`src/rtl/mem_addr_arbiter.sv`:
```
// Registered address arbiter: grants one of NUM_CH requesters the shared memory
// address bus, with fixed-priority or round-robin policy, per-channel lock and global stall.
module mem_addr_arbiter #(
    parameter int ADDR_WIDTH = 5,
    parameter int NUM_CH     = 2,
    parameter int ARB_MODE   = 0,
    parameter int IDX_W      = (NUM_CH > 1) ? $clog2(NUM_CH) : 1
) (
    input  logic                         clk,
    input  logic                         rst,
    input  logic [NUM_CH-1:0]            req,
    input  logic [NUM_CH-1:0]            lock,
    input  logic [NUM_CH*ADDR_WIDTH-1:0] addr_in,
    input  logic                         stall,
    output logic [NUM_CH-1:0]            gnt,
    output logic [IDX_W-1:0]             owner,
    output logic [ADDR_WIDTH-1:0]        addr_out,
    output logic                         addr_valid
);

    typedef enum logic {
        IDLE  = 1'b0,
        OWNED = 1'b1
    } state_t;

    state_t                  state_q, state_d;
    logic [NUM_CH-1:0]       gnt_q, gnt_d;
    logic [IDX_W-1:0]        owner_q, owner_d;
    logic [ADDR_WIDTH-1:0]   addr_q, addr_d;
    logic                    valid_q, valid_d;
    logic [IDX_W-1:0]        rr_last_q, rr_last_d;

    logic win_found;
    int   win_idx;
    int   start_idx;
    int   probe;
    logic locked;

    // Search order starts at 0 (fixed) or one past the last winner (round-robin).
    always_comb begin
        win_found = 1'b0;
        win_idx   = 0;
        start_idx = 0;
        probe     = 0;
        if (ARB_MODE == 1) begin
            start_idx = (int'(rr_last_q) + 1) % NUM_CH;
        end
        for (int i = 0; i < NUM_CH; i++) begin
            probe = start_idx + i;
            if (probe >= NUM_CH) begin
                probe = probe - NUM_CH;
            end
            if (!win_found && req[probe]) begin
                win_found = 1'b1;
                win_idx   = probe;
            end
        end
    end

    assign locked = (state_q == OWNED) && req[owner_q] && lock[owner_q];

    always_comb begin
        state_d   = state_q;
        gnt_d     = gnt_q;
        owner_d   = owner_q;
        addr_d    = addr_q;
        valid_d   = valid_q;
        rr_last_d = rr_last_q;
        if (!stall) begin
            if (locked) begin
                // Locked owner keeps the bus; address tracks its source every cycle.
                addr_d = addr_in[int'(owner_q)*ADDR_WIDTH +: ADDR_WIDTH];
            end else if (win_found) begin
                state_d   = OWNED;
                gnt_d     = NUM_CH'(1) << win_idx;
                owner_d   = IDX_W'(win_idx);
                addr_d    = addr_in[win_idx*ADDR_WIDTH +: ADDR_WIDTH];
                valid_d   = 1'b1;
                rr_last_d = IDX_W'(win_idx);
            end else begin
                // Owner and address are held so the bus keeps its last value.
                state_d = IDLE;
                gnt_d   = '0;
                valid_d = 1'b0;
            end
        end
    end

    always_ff @(posedge clk) begin
        if (rst) begin
            state_q   <= IDLE;
            gnt_q     <= '0;
            owner_q   <= '0;
            addr_q    <= '0;
            valid_q   <= 1'b0;
            rr_last_q <= IDX_W'(NUM_CH - 1);
        end else begin
            state_q   <= state_d;
            gnt_q     <= gnt_d;
            owner_q   <= owner_d;
            addr_q    <= addr_d;
            valid_q   <= valid_d;
            rr_last_q <= rr_last_d;
        end
    end

    assign gnt        = gnt_q;
    assign owner      = owner_q;
    assign addr_out   = addr_q;
    assign addr_valid = valid_q;

endmodule

```
`config.mk`:
```
export PLATFORM = sky130hd
export DESIGN_NAME = mem_addr_arbiter
export DESIGN_NICKNAME = d
export VERILOG_FILES = /design/src/rtl/mem_addr_arbiter.sv
export SDC_FILE = /design/constraint.sdc
export NUM_CORES = 1
export LEC_CHECK = 0
export ABC_AREA = 1
export BUFFER_PORTS_ARGS = -buffer_cell sky130_fd_sc_hd__buf_2
export CORE_AREA = 5 5 42 44
export DETAILED_ROUTE_END_ITERATION = 8
export DIE_AREA = 0 0 47 49
export GPL_TIMING_DRIVEN = 1
export PLACE_DENSITY = 0.68
export SKIP_CTS_REPAIR_TIMING = 1
export SYNTH_ARGS = -nofsm -noshare
export SYNTH_HDL_FRONTEND = slang
export SYNTH_SLANG_ARGS = --single-unit
export TNS_END_PERCENT = 30
```
`constraint.sdc`:
```
create_clock -name clk -period 1.7 [get_ports clk]
set_input_delay 0.34 -clock clk [delete_from_list [all_inputs] [get_ports clk]]
set_output_delay 0.34 -clock clk [all_outputs]
set_load 0.1 [all_outputs]
```
==> flow_summary.ini <==
[cts]
cts.reportedPaths.clkPinSlew_ns = 0.06
cts.sinks = 9
clk_path_buf_depth = 2
cts_buffers = 3
cts_htree_levels = 1
clk_latency_ns = 0.25
root_buffer = clkbuf_4
cts_tree = built

[yosys]
synthArstFlopShare_pct = 0
yosysSeqAreaShare_pct = 36.5
syn_area_sq_um = 493
yosysWarnings = 0
netlist-cell-type-count = 14
synth.largest_area_cell = dfxtp_1
netlist.area_leader.share_pct = 36.5
synthFlopType = dfxtp_1
synth_area_leaders = dfxtp_1 (37%), nand3_1 (17%), nand2_1 (9.1%)
syn_inst = 74
synth-seq-cells = 9
synth_edf_count = 0
synth_nets = 91
avgSynthCellArea_sq_um = 6.66

[final_layout]
post-route-util_pct = 46.7
final_cell_mix = buf_2 (25), nand3_1 (17), nand2_1 (12)
fin_cells = 117
num_antenna_cells = 0
drive_gt1_share_pct = 39.6
nets = 119
syn_to_final_growth_pct = 32.7
mostFrequentLayoutCell = buf_2

[timing]
setup_slack_ns = 0.266
period_needed_ns = 1.43
worstMarginPinSlew_ns = 0.487
setup_tns_ns = 0
setup_viol = 0
hold_viol = 0
fmax_ghz = 0.697
relSlewSlack_pct = 67.7
post-route-period-util_pct = 84.3
drv_slew = 0
finalClockSkew_ns = 0.00328
rsz0062_at_grt = false

[setup_path]
cp.depth = 1
cp_max_fo = 5
cp.arrival_ns = 1.09
crit_chain = buf_2
ff2ff_setup_slack_ns = 0.50
r2r-start = owner$_SDFFE_PP0P_
cp_top_family = buffers and inverters
critical_path_class = flop to output pin
critPathRequiredTime_ns = 1.36
critPathMaxStageDelay_ns = 0.45
slowest_stage = buf_2
worstSetupStartpoint = addr_valid$_SDFFE_PP0P_
reg2reg_depth = 8
startpoint_type = flop
end_kind = output pin
cp_num_buf_inv = 1

[route]
drtIter0Drc = 7
drc_errors = 0
vias_per_cell = 4.58
first_pass_iters = 4
ant_nets = 0
wirelength_mm = 1.23
wl_per_cell_um = 10.5
vias = 536

[global_routing]
grt_max_degree = 12
grt_pass1_wl_mm = 2.11
grt.overflow.total = 0
track_usage_pct = 12.3
grt_pass1_vias = 513
antenna_found_initial = 0

[pwr]
ir_drop_uv = 445
powerDensity_mw_per_mm2 = 926
power_leakage_uw = 0.000379

[hold_path]
hold_start = rst
hold_depth = 2
hp-class = input pin to flop

[place]
dp_hpwl_um = 998
placed_cells = 113
place.gp.congestion = 0.728
numPortBuffers = 25
dp_slack_ns = 0.437

[floorplanning]
dieArea_sq_mm = 0.00230
initial_core_util_pct = 35.2
die_w_um = 47
chipHeight_um = 49
pin_count = 26
rows = 14
core-area_sq_mm = 0.00140

[flow_run]
maxCapViolCount = 0

[outcome]
outcome = finished clean
-- through the flow --
| step | hold slack (ns) | cell area, sq um | total power, uW |
|---|---|---|---|
| detailed placement | 0.471 | 628 | 448 |
| finish | 0.372 | 654 | 606 |
| global placement | 0.452 | 628 | 447 |
| floorplan | 0.491 | 495 | 405 |
| CTS | 0.367 | 654 | 614 |
| global route | 0.387 | 654 | 643 |
-- cells by family (layout without fill, tap and decap cells) --
family,Yosys count,in the layout,share of synthesized area [%]
simple gates,47,47,46.7
buf+inv,13,40,10.9
flops,9,9,36.5
compound gates,5,5,5.84
-- registers in the layout, indices dropped and copies added (netlist names) --
| signal | flops |
|---|---|
| gnt | 2 |
| addr_valid | 1 |
| addr_out | 5 |
| owner | 1 |
-- final cells by class --
cell class	count	area (sq um)
inverters	11	41.3
clock buffers	4	26.3
multi-input cells	52	259
fillers	160	747
well taps	16	20.0
flip-flops and latches	9	183
repair buffers	25	125
-- synth_stat cells (2+ instances only) --
cell type,count
inv_1,10
nand3_2,2
nand2_2,5
nand2_1,12
a21oi_1,3
nand3_1,17
nor2_1,10
dfxtp_1,9
-- where the power goes --
part | switching, uW | leakage, uW | internal (uW) | total, uW
combinational | 160 | 0.000289 | 46.2 | 207
sequential | 9.96 | 0.0000751 | 226 | 236
clock | 72.8 | 0.0000150 | 90.3 | 163
-- final timing paths --
check                                   to
hold / removal         gnt[0]$_SDFFE_PP0P_
hold reg to reg        gnt[0]$_SDFFE_PP0P_
setup / recovery                addr_valid
setup reg to reg  addr_out[2]$_SDFFE_PP0P_
-- metal layers --
layer / GRT usage, % / vias to the layer above / share of wire (%)
met5: 0 / - / 0
met4: 5.53 / 0 / 0.97
li1: - / 289 / -
met2: 17.4 / 14 / 47
met1: 17.2 / 231 / 46
met3: 2.58 / 2 / 6.2
No activity file was read; power rests on OpenSTA's default activity.
